**config.mk**
```make
export PLATFORM = sky130hd
export DESIGN_NAME = csr_commit_ctrl
export DESIGN_NICKNAME = d
export VERILOG_FILES = /design/src/rtl/csr_commit_ctrl.sv
export SDC_FILE = /design/constraint.sdc
export NUM_CORES = 1
export LEC_CHECK = 0
export ABC_AREA = 1
export CAP_MARGIN = 20
export CORE_AREA = 2 2 185 187
export CTS_BUF_LIST = sky130_fd_sc_hd__clkbuf_4
export DETAILED_ROUTE_END_ITERATION = 16
export DIE_AREA = 0 0 187 189
export PLACE_DENSITY = 0.56
export SYNTH_ARGS = -nofsm -noshare
export SYNTH_HDL_FRONTEND = slang
export SYNTH_SLANG_ARGS = --single-unit
```
**constraint.sdc**
```tcl
create_clock -name clk -period 1.8 [get_ports clk]
set_clock_uncertainty 0.15 [all_clocks]
set_input_delay 0.36 -clock clk [delete_from_list [all_inputs] [get_ports clk]]
set_output_delay 0.36 -clock clk [all_outputs]
set_load 0.05 [all_outputs]
```
**src/rtl/csr_commit_ctrl.sv**
```systemverilog
// Write-back CSR/exception commit controller with flush + front-end drain.
// Optional PLV_CHECK_EN: privileged CSR/ertn ops at cur_plv!=0 raise IPE.
module csr_commit_ctrl #(
    parameter int          DRAIN_CYCLES = 2,
    parameter logic [5:0]  ECODE_INT    = 6'h0,
    parameter logic [5:0]  ECODE_IPE    = 6'hE
) (
    input  logic        clk,
    input  logic        reset,
    input  logic        in_valid,
    output logic        in_ready,
    input  logic [31:0] in_pc,
    input  logic [2:0]  in_op,
    input  logic [13:0] in_csr_num,
    input  logic [4:0]  in_rd,
    input  logic [31:0] in_rj_value,
    input  logic [31:0] in_rkd_value,
    input  logic        in_ex,
    input  logic [5:0]  in_ecode,
    input  logic [8:0]  in_esubcode,
    input  logic [31:0] in_vaddr,
    input  logic [1:0]  cur_plv,
    input  logic        has_int,
    input  logic [31:0] csr_rvalue,
    input  logic [31:0] csr_eentry,
    output logic        csr_re,
    output logic [13:0] csr_num,
    output logic        csr_we,
    output logic [31:0] csr_wmask,
    output logic [31:0] csr_wvalue,
    output logic        wb_ex,
    output logic [5:0]  wb_ecode,
    output logic [8:0]  wb_esubcode,
    output logic [31:0] wb_pc,
    output logic [31:0] wb_vaddr,
    output logic        ertn_flush,
    output logic        rf_we,
    output logic [4:0]  rf_waddr,
    output logic [31:0] rf_wdata,
    output logic        flush_valid,
    output logic [31:0] flush_target
);

    typedef enum logic [1:0] {
        S_IDLE,
        S_FLUSH,
        S_DRAIN
    } state_t;

    state_t     state;
    logic [3:0] drain_cnt;

    logic fire;
    logic op_rd, op_wr, op_xchg, op_ertn, op_csr;
    logic plv_bad;
    logic int_hit, ex_hit, ipe_hit, exc_hit;
    logic ertn_hit, csr_hit, flush_hit;

    assign in_ready = (state == S_IDLE);
    assign fire     = in_valid & in_ready;

    assign op_rd   = (in_op == 3'd1);
    assign op_wr   = (in_op == 3'd2);
    assign op_xchg = (in_op == 3'd3);
    assign op_ertn = (in_op == 3'd4);
    assign op_csr  = op_rd | op_wr | op_xchg;

`ifdef PLV_CHECK_EN
    assign plv_bad = (cur_plv != 2'd0);
`else
    assign plv_bad = (|cur_plv) & 1'b0;
`endif

    // Mutually exclusive commit classes in priority order.
    assign int_hit   = fire & has_int;
    assign ex_hit    = fire & ~has_int & in_ex;
    assign ipe_hit   = fire & ~has_int & ~in_ex & plv_bad
                     & (op_csr | op_ertn);
    assign exc_hit   = int_hit | ex_hit | ipe_hit;
    assign ertn_hit  = fire & op_ertn & ~exc_hit;
    assign csr_hit   = fire & op_csr & ~exc_hit;
    assign flush_hit = exc_hit | ertn_hit;

    always_comb begin
        wb_ex       = exc_hit;
        wb_ecode    = 6'h0;
        wb_esubcode = 9'h0;
        wb_pc       = 32'h0;
        wb_vaddr    = 32'h0;
        unique case (1'b1)
            int_hit: begin
                wb_ecode = ECODE_INT;
                wb_pc    = in_pc;
            end
            ex_hit: begin
                wb_ecode    = in_ecode;
                wb_esubcode = in_esubcode;
                wb_pc       = in_pc;
                wb_vaddr    = in_vaddr;
            end
            ipe_hit: begin
                wb_ecode = ECODE_IPE;
                wb_pc    = in_pc;
            end
            default: ;
        endcase
    end

    always_comb begin
        ertn_flush = ertn_hit;
        csr_re     = ertn_hit | csr_hit;
        csr_num    = 14'h0;
        csr_we     = csr_hit & (op_wr | op_xchg);
        csr_wmask  = 32'h0;
        csr_wvalue = 32'h0;
        if (ertn_hit)
            csr_num = 14'h6;
        else if (csr_hit)
            csr_num = in_csr_num;
        if (csr_hit & op_wr)
            csr_wmask = 32'hFFFF_FFFF;
        else if (csr_hit & op_xchg)
            csr_wmask = in_rj_value;
        if (csr_we)
            csr_wvalue = in_rkd_value;
    end

    always_ff @(posedge clk) begin
        if (reset) begin
            state        <= S_IDLE;
            drain_cnt    <= 4'd0;
            rf_we        <= 1'b0;
            rf_waddr     <= 5'd0;
            rf_wdata     <= 32'h0;
            flush_valid  <= 1'b0;
            flush_target <= 32'h0;
        end else begin
            rf_we       <= csr_hit;
            flush_valid <= 1'b0;
            if (csr_hit) begin
                rf_waddr <= in_rd;
                rf_wdata <= csr_rvalue;
            end
            unique case (state)
                S_IDLE: begin
                    if (flush_hit) begin
                        state        <= S_FLUSH;
                        flush_valid  <= 1'b1;
                        flush_target <= exc_hit ? csr_eentry : csr_rvalue;
                    end
                end
                S_FLUSH: begin
                    state     <= S_DRAIN;
                    drain_cnt <= 4'(DRAIN_CYCLES);
                end
                S_DRAIN: begin
                    if (drain_cnt <= 4'd1) begin
                        state     <= S_IDLE;
                        drain_cnt <= 4'd0;
                    end else begin
                        drain_cnt <= drain_cnt - 4'd1;
                    end
                end
                default: state <= S_IDLE;
            endcase
        end
    end

endmodule

```
Word level (Yosys, flattened, before mapping)
Cells that the tools add are included.
{"block": "word_totals", "output_inout_bits": 233, "reg_bits": 77}
{"block": "op_classes", "n_lt_le_gt_ge": 1, "n_mux": 16, "n_reduce_logical": 6, "eq_ne": 8, "bitwise_logic": 20, "n_addsub": 1}
{"op": "$mux 32", "count": 6}
{"op": "$mux 14", "count": 2}
{"op": "$and 1x1->1", "count": 11}
{"op": "$mux 9", "count": 1}
{"op": "$pmux 4 s2", "count": 1}
{"op": "$eq 3x2->1 const B", "count": 2}
{"op": "$mux 6", "count": 1}
{"op": "$or 1x1->1", "count": 6}
{"op": "$pmux 2 s3", "count": 1}
{"op": "$le 4x1->1 const B", "count": 1}
{"op": "$mux 2", "count": 2}
{"op": "$mux 4", "count": 1}
{"op": "$reduce_and 2->1", "count": 2}
{"op": "$reduce_or 2->1", "count": 2}
{"op": "$sub 4x1->4 const B", "count": 1}
{"op": "$eq 3x1->1 const B", "count": 1}
{"op": "$eq 3x3->1 const B", "count": 1}
{"op": "$not 1->1", "count": 3}
{"op": "$eq 2x1->1 const B", "count": 1}
{"op": "$eq 2x2->1 const B", "count": 1}
{"op": "$logic_not 2->1", "count": 1}
{"op": "$ne 2x1->1 const B", "count": 1}
{"op": "$ne 2x2->1 const B", "count": 1}
{"op": "$reduce_bool 2->1", "count": 1}
{"op": "$mux 1", "count": 1}

Logic depth before layout (Yosys ltp)
Gate-level depths: netlist of run 1.
{"block": "logic_depth", "depth_word": 10, "mapped_depth": 11}

Worst setup path after synthesis of run 1
No wires, ideal clock.
{"block": "synth_timing", "kind": "register -> output", "startpoint": "register state[0]", "endpoint": "output port csr_wmask[10]", "arrival_time_ps": 2631, "t_required_ps": 1290, "path_stages_with_launch": 10, "n_path_buf": 1, "slack_ps": -1341, "cell_sequence": "dfxtp_1 -> inv_1 -> ha_1 -> nand2_1 -> inv_2 -> nand3_4 -> a21oi_4 -> inv_4 -> buf_6 -> nor2_1"}
{"block": "synth_between", "elab_chain_len": 10, "word_cells_on_any_way": 13, "cone_classes": "mux (2); bitwise (10); reduce/logical (1)"}
{"item": "start: declaration", "line": "50", "rtl": "state_t state;"}
{"item": "start signal: assignment", "line": "130", "rtl": "state <= S_IDLE;"}
{"item": "start signal: assignment", "line": "147", "rtl": "state <= S_FLUSH;"}
{"item": "start signal: assignment", "line": "153", "rtl": "state <= S_DRAIN;"}
{"item": "$logic_not 2->1 (*)", "line": "59", "rtl": "assign in_ready = (state == S_IDLE);"}
{"item": "via in_ready", "line": "11", "rtl": "output logic in_ready,"}
{"item": "$and 1x1->1 (*)", "line": "60", "rtl": "assign fire = in_valid & in_ready;"}
{"item": "$and 1x1->1"}
{"item": "$and 1x1->1", "line": "76", "rtl": "assign ex_hit = fire & ~has_int & in_ex;"}
{"item": "$or 1x1->1", "line": "79", "rtl": "assign exc_hit = int_hit | ex_hit | ipe_hit;"}
{"item": "$not 1->1", "line": "81", "rtl": "assign csr_hit = fire & op_csr & ~exc_hit;"}
{"item": "$and 1x1->1 (*)", "line": "81"}
{"item": "$and 1x1->1", "line": "122", "rtl": "else if (csr_hit & op_xchg)"}
{"item": "$mux 32", "line": "122"}
{"item": "$mux 32 (*)", "line": "120", "rtl": "if (csr_hit & op_wr)"}
{"item": "end: declaration", "line": "29", "rtl": "output logic [31:0] csr_wmask,"}
The timed path passes the listed nets; every way through them passes the cells marked *.

Worst setup path in the final report of run 1
{"block": "layout_timing", "startpoint": "register state[1]", "endpoint": "output port csr_wmask[28]"}
{"block": "layout_between", "elab_chain_len": 10, "word_cells_on_any_way": 13, "cone_classes": "mux (2); bitwise (10); reduce/logical (1)"}
{"item": "$logic_not 2->1 (*)", "line": "59"}
{"item": "$and 1x1->1 (*)", "line": "60"}
{"item": "$and 1x1->1"}
{"item": "$and 1x1->1", "line": "76"}
{"item": "$or 1x1->1", "line": "79"}
{"item": "$not 1->1", "line": "81"}
{"item": "$and 1x1->1 (*)", "line": "81"}
{"item": "$and 1x1->1", "line": "122"}
{"item": "$mux 32", "line": "122"}
{"item": "$mux 32 (*)", "line": "120"}
Every way passes the cells marked *; elsewhere a longest branch is shown, timed or not.

==> summary.txt, run 1 <==
Finish
  • Fillers: 3267
  • Fraction of layout cells with a size suffix above 1: 0.397
  • Area Overhead vs Synth: 204%
  • Nets: 1583
  • Layout Cells excl Fill: 1795

Yosys
  • Top cells by count, synth: nor2_1 (328), inv_1 (137), nand2_1 (114), dfxtp_1 (77), o21ai_0 (71)
  • Yosys reg bits: 77
  • Synth top area share: 0.333
  • Synth top area cells: dfxtp_1 (33%), nor2_1 (27%), inv_1 (11%), nand2_1 (9.2%), o21ai_0 (7.7%)
  • Top-count cell post-synth: nor2_1
  • Synth Flop Type: dfxtp_1
  • Biggest area consumer among synthesized cells: dfxtp_1
  • Asr flop ratio synth: 0
  • Post-synthesis cell type count: 23
  • Seq/Total Area, Yosys: 0.333
  • Number of enable flip-flop cells after synthesis: 0
  • Syn Nets: 1053
  • Post-synthesis cell count: 811
  • Mean Syn Cell Area: 5.71 sq um
  • Synth warnings: 0
  • Synthesized area: 4630 sq um

Hold path
  • Hold_sp: rf_waddr[2]
  • Hold EP: rf_waddr[2]
  • Path category of the worst min-delay check: flop to flop
  • Cell depth of the worst min-delay path: 2

Global route
  • First-pass GRT wire length: 42100 um
  • Pin count of the biggest net entering global routing: 40
  • Gr usage total: 0.156
  • Gr ovfl total: 0
  • Vias in the first global route: 6734
  • Initial antenna violation count: 3

STA
  • Worst-Margin Slew: 0.279 ns
  • Fin crit period: 2.59 ns
  • Fmax: 387 MHz
  • Slew margin rel.: 0.814
  • Endpoints failing hold: 0
  • RSZ-0062 raised after global routing: yes
  • Post-route setup slack: -0.786 ns
  • Period utilisation layout: 1.44
  • Final count of negative-setup-slack endpoints: 215
  • Final Max Tran Viols: 0

Critical path
  • Worst R2R Path Depth: 15
  • Critical path class: flop to primary output
  • Critical Path RT: 1.29 ns
  • Worst R2R End: flush_target[7]
  • Arr. time, crit path: 2.08 ns
  • R2R Path Start: state[1]
  • Worst Setup Start Kind: flop
  • CP Capture Type: primary output
  • Reg2reg setup slack: -0.42 ns
  • Worst Path Max Fanout: 9

Power
  • Max rail drop VDD: 0.603 mV
  • Switching Share: 0.450
  • Clock power share: 0.136
  • Switch Pwr: 5.15 mW
  • Reg power frac: 0.202
  • Cell internal pwr: 6.28 mW
  • P per Cell Area: 811 nW/um^2
  • Combinational share of power: 0.662
  • Leak: 6.07 nW

Floorplanning
  • Initial cell density of the core: 0.139
  • Die W: 187 um
  • # rows: 67
  • Chip height: 189 um
  • Die ar.: 35300 sq um
  • Core footprint: 33300 sq um
  • I/O pin count: 469

Routing
  • WL/cell: 15.7 um
  • DRT Wirelength: 28100 um
  • Detail Route Antenna Nets: 0
  • First-pass iteration count of the detailed router: 4
  • Initial drt markers: 154
  • Routed vias/inst: 3.81
  • Number of remaining DRC errors: 0
  • Via total after detailed routing: 6844

Clock network
  • CTS tree: built
  • # hold bufs at CTS: 0
  • CTS Sinks: 77
  • Clk Latency, worst-skew pair: 0.45 ns
  • H-tree depth: 3
  • Inserted Clock Buffers: 9
  • Clock-pin transition on the worst setup and hold timing paths: 0.14 ns
  • Root Driver: clkbuf_4
  • Clock buffer depth: 2

Place
  • DP Wirelength: 22000 um
  • IO buf count: 466
  • DP Worst Slack: -0.766 ns
  • Cell count after placement: 1733
  • Routability cong.: 0.885

Status
  • Failing checks: negative setup slack
  • Outcome: finished, violations left

Flow run
  • Max Cap Viol: 0
[metrics by stage]
step           hold slack, ns   util  setup TNS, ns  instance area [sq um]  total power, mW
3_3_place_gp            0.316  0.390        -132.57                  13000             9.12
6_report                0.348  0.423        -124.14                  14100             11.4
2_1_floorplan           0.282      -         -61.11                   5890             6.09
3_5_place_dp            0.329  0.390        -133.64                  13000             9.18
4_1_cts                 0.320  0.421        -136.87                  14000             11.6
5_1_grt                 0.340  0.423        -150.98                  14100             12.1
[repair_timing]
action / CTS / global route
endpoints found under the setup margin: 232 / 234
pin swaps: 22 / 3
gates resized for setup: 67 / 7
cloned: 11 / 1
buffers inserted: 32 / 4
[kinds of logic after synthesis]
kind of cell,Yosys count,synth area share
buffers and inverters,187,0.172
adders and majority gates,6,0.0162
and+or+nand+nor,464,0.391
xor gates and xnor gates,2,0.00379
AOI/OAI and AO/OA,75,0.0838
DFF,77,0.333
[registers in the layout, indices dropped and copies added (netlist names)]
name	cells
flush_valid	1
state	2
drain_cnt	4
rf_wdata	32
flush_target	32
rf_we	1
rf_waddr	5
[how the worst max path moves through the flow]
stage / from / to / cells past startpoint
3_5_place_dp: in_ex / csr_wmask[7] / 10
3_3_place_gp: in_ex / csr_wmask[7] / 10
6_report: state[1] / csr_wmask[28] / 11
2_1_floorplan: state[0] / csr_wmask[0] / 10
4_1_cts: state[1] / csr_wmask[0] / 11
5_1_grt: state[1] / csr_wvalue[9] / 11
[cell type report]
type,count,area [sq um],area share
Antenna cell,1,2.50,0.000178
Clock buffer,9,67.6,0.00480
Clock inverter,7,145,0.0103
Inverter,141,554,0.0393
Multi-Input combinational cell,547,3510,0.249
Sequential cell,77,1540,0.110
Tap cell,448,561,0.0398
Timing Repair Buffer,565,7710,0.547
[placed cells by master (no fill, tap or decap), types with 4 or more instances in the layout]
master / synthesis / routed
clkdlybuf4s50_1: 0 / 233
buf_12: 0 / 201
nor2_1: 328 / 180
nor2_4: 1 / 158
inv_1: 137 / 133
nand2_1: 114 / 106
buf_4: 2 / 104
dfxtp_1: 77 / 75
o21ai_0: 71 / 69
buf_16: 0 / 11
clkbuf_4: 0 / 9
buf_6: 8 / 9
nand2_2: 0 / 6
nor2_2: 14 / 5
ha_1: 6 / 5
nand3_1: 5 / 4
bufinv_16: 0 / 4
[power by group through the flow]
stage               Combinational (mW)  Sequential [mW]  Clock, mW
finish                            7.56             2.31       1.56
global route                      8.00             2.36       1.71
CTS                               7.64             2.31       1.64
detailed placement                6.84             2.34          0
global placement                  6.79             2.33          0
floorplan                         2.66             3.42          0
[worst max-delay path: stages, from the launching register on]
cell and delay (ns):
dfxtp_2 0.36, inv_2 0.05, ha_4 0.16, nand2_4 0.07, inv_4 0.05, nand2_4 0.06, nand3_4 0.11, a21oi_4 0.19
inv_6 0.11, clkbuf_16 0.20, nor2_4 0.11, buf_12 0.14
[routing by layer]
layer	up-vias	wire [um]	track usage	part of all wire
met3	41	2250	0.0525	0.080
met4	4	720	0.0507	0.026
met5	-	25	0	0.00089
met1	3099	10700	0.174	0.38
met2	283	14400	0.279	0.51
li1	3417	-	-	-
(Power assumes the default switching activity.)
==> run 2: changes to the inputs <==
- CORE_AREA: 2 2 185 187 -> 2 2 183 185
- DIE_AREA: 0 0 187 189 -> 0 0 185 187
- PLACE_DENSITY: 0.56 -> 0.55
- clock period: 1.8 -> 3.36 ns (I/O delays scaled with it)
==> run 2 against run 1 <==
Net effect:
- non-clock buffer count down 86
- wire length decreased by 11%
- hold slack worse by 0.0015 ns
- critical path depth down 2
- die area fell by 2.1%
- the flow now finishes without violations
- global-route usage decreased by 1.7 points
- sequential power decreased by 48%
- flip-flop and latch count unchanged
- largest cell class unchanged
==> summary.txt, run 2 (synthesized netlist as in run 1, its figures left out) <==
STA
  • Fin crit period: 3.20 ns
  • Post-route setup slack: 0.158 ns
  • Final count of negative-setup-slack endpoints: 0
  • Final Max Tran Viols: 0
  • Slew margin rel.: 0.528
  • Fmax: 312 MHz
  • Worst-Margin Slew: 0.706 ns
  • Endpoints failing hold: 0
  • Period utilisation layout: 0.953

Hold path
  • Path category of the worst min-delay check: flop to flop

Power
  • Total power: 5.06 mW
  • Switch Pwr: 2.41 mW
  • Reg power frac: 0.239
  • Clock power share: 0.128
  • Combinational share of power: 0.633
  • Max rail drop VDD: 0.327 mV
  • Switching Share: 0.476
  • P per Cell Area: 428 nW/um^2
  • Cell internal pwr: 2.65 mW
  • Leak: 5.18 nW

Clock network
  • Inserted Clock Buffers: 9
  • H-tree depth: 3
  • CTS tree: built
  • Clock buffer depth: 2
  • Clk Latency, worst-skew pair: 0.44 ns
  • CTS Sinks: 77
  • Root Driver: clkbuf_4
  • # hold bufs at CTS: 0
  • Clock-pin transition on the worst setup and hold timing paths: 0.13 ns

Critical path
  • CP Capture Type: primary output
  • Critical path class: input pin to primary output
  • Worst Path Max Fanout: 32
  • Critical Path RT: 2.54 ns
  • Arr. time, crit path: 2.38 ns
  • Worst Setup Start Kind: input pin

Global route
  • Pin count of the biggest net entering global routing: 68
  • First-pass GRT wire length: 37000 um
  • Vias in the first global route: 6286
  • Gr ovfl total: 0
  • Gr usage total: 0.139
  • Initial antenna violation count: 3

Floorplanning
  • Die ar.: 34600 sq um
  • Core footprint: 32900 sq um
  • I/O pin count: 469
  • # rows: 67
  • Initial cell density of the core: 0.141
  • Chip height: 187 um
  • Die W: 185 um

Finish
  • Most frequent cells in the layout: clkdlybuf4s50_1 (305), nor2_1 (277), buf_12 (167)
  • Nets: 1498
  • Multi-input logic area: 2560 sq um
  • Leading cell type in the layout, fill and taps excluded: clkdlybuf4s50_1
  • Area Overhead vs Synth: 155%
  • Biggest regs: flush_target x32, rf_wdata x32, rf_waddr x5
  • Fraction of layout cells with a size suffix above 1: 0.210
  • Final core utilization: 0.360
  • Fillers: 3417
  • Register Area: 1540 sq um
  • Cell area after layout: 11800 sq um
  • Layout Cells excl Fill: 1711

Place
  • DP Worst Slack: -0.0865 ns
  • IO buf count: 466
  • Cell count after placement: 1690
  • DP Wirelength: 19800 um
  • Routability cong.: 0.776
  • Post-DP Area: 11400 sq um

Routing
  • DRT Wirelength: 25100 um
  • First-pass iteration count of the detailed router: 4
  • WL/cell: 14.7 um
  • Detail Route Antenna Nets: 0
  • Via total after detailed routing: 6358
  • Initial drt markers: 216
  • Number of remaining DRC errors: 0
  • Routed vias/inst: 3.72

Status
  • Outcome: finished, final reports clean

Flow run
  • Max Cap Viol: 0
-- run 2: cell type report --
type	count	share of cell area
multi-input cells	547	0.216
inverters	141	0.0458
repair buffers	479	0.546
repair inverters	1	0.000741
clock inverters	7	0.00762
diodes	2	0.000423
well taps	448	0.0474
clock buffers	9	0.00572
flip-flops and latches	77	0.130
-- run 2: path summary, 6_finish.rpt --
| path | start | end | slack, ns | cells after the start |
|---|---|---|---|---|
| min | rf_wdata[5] | rf_wdata[5] | 0.35 | 2 |
| max reg2reg | state[0] | flush_target[0] | 0.99 | 12 |
| max | in_op[1] | csr_wmask[24] | 0.16 | 9 |
| min reg2reg | rf_wdata[5] | rf_wdata[5] | 0.35 | 2 |
-- run 2: power by group through the flow --
| stage | combinational [mW] | sequential, mW | clock (mW) |
|---|---|---|---|
| after floorplan | 1.16 | 1.83 | 0 |
| after global placement | 3.18 | 1.22 | 0 |
| after detailed placement | 3.19 | 1.23 | 0 |
| after CTS | 3.21 | 1.21 | 0.682 |
| after global routing | 3.42 | 1.24 | 0.714 |
| final | 3.20 | 1.21 | 0.648 |
-- run 2: what timing repair did --
action	CTS	global route
setup buffers	0	2
resized for setup	1	70
gates cloned	0	1
endpoints found under the setup margin	64	64
-- run 2: layer usage --
layer  routed length (um)  track usage  vias up  share of wire
li1                     -            -     3242              -
met1                 9250        0.148     2818           0.37
met2                13000        0.256      272           0.52
met3                 2520       0.0506       22           0.10
met4                  358       0.0339        4          0.014
met5                   27            0        -         0.0011
-- run 2: critical path, cell delays in order --
cell             delay (ns)
clkdlybuf4s50_1        0.53
nor2_1                 0.09
nor2_2                 0.14
nand3_4                0.14
a21oi_4                0.17
buf_4                  0.16
inv_6                  0.13
nor2_2                 0.17
buf_12                 0.15
-- run 2: per-stage QoR --
| step | hold slack (ns) | TNS [ns] |
|---|---|---|
| after detailed placement | 0.327 | -2.75 |
| after floorplan | 0.327 | -3.25 |
| after CTS | 0.349 | 0 |
| after global routing | 0.369 | -0.00608 |
| final | 0.347 | 0 |
| after global placement | 0.311 | -2.19 |
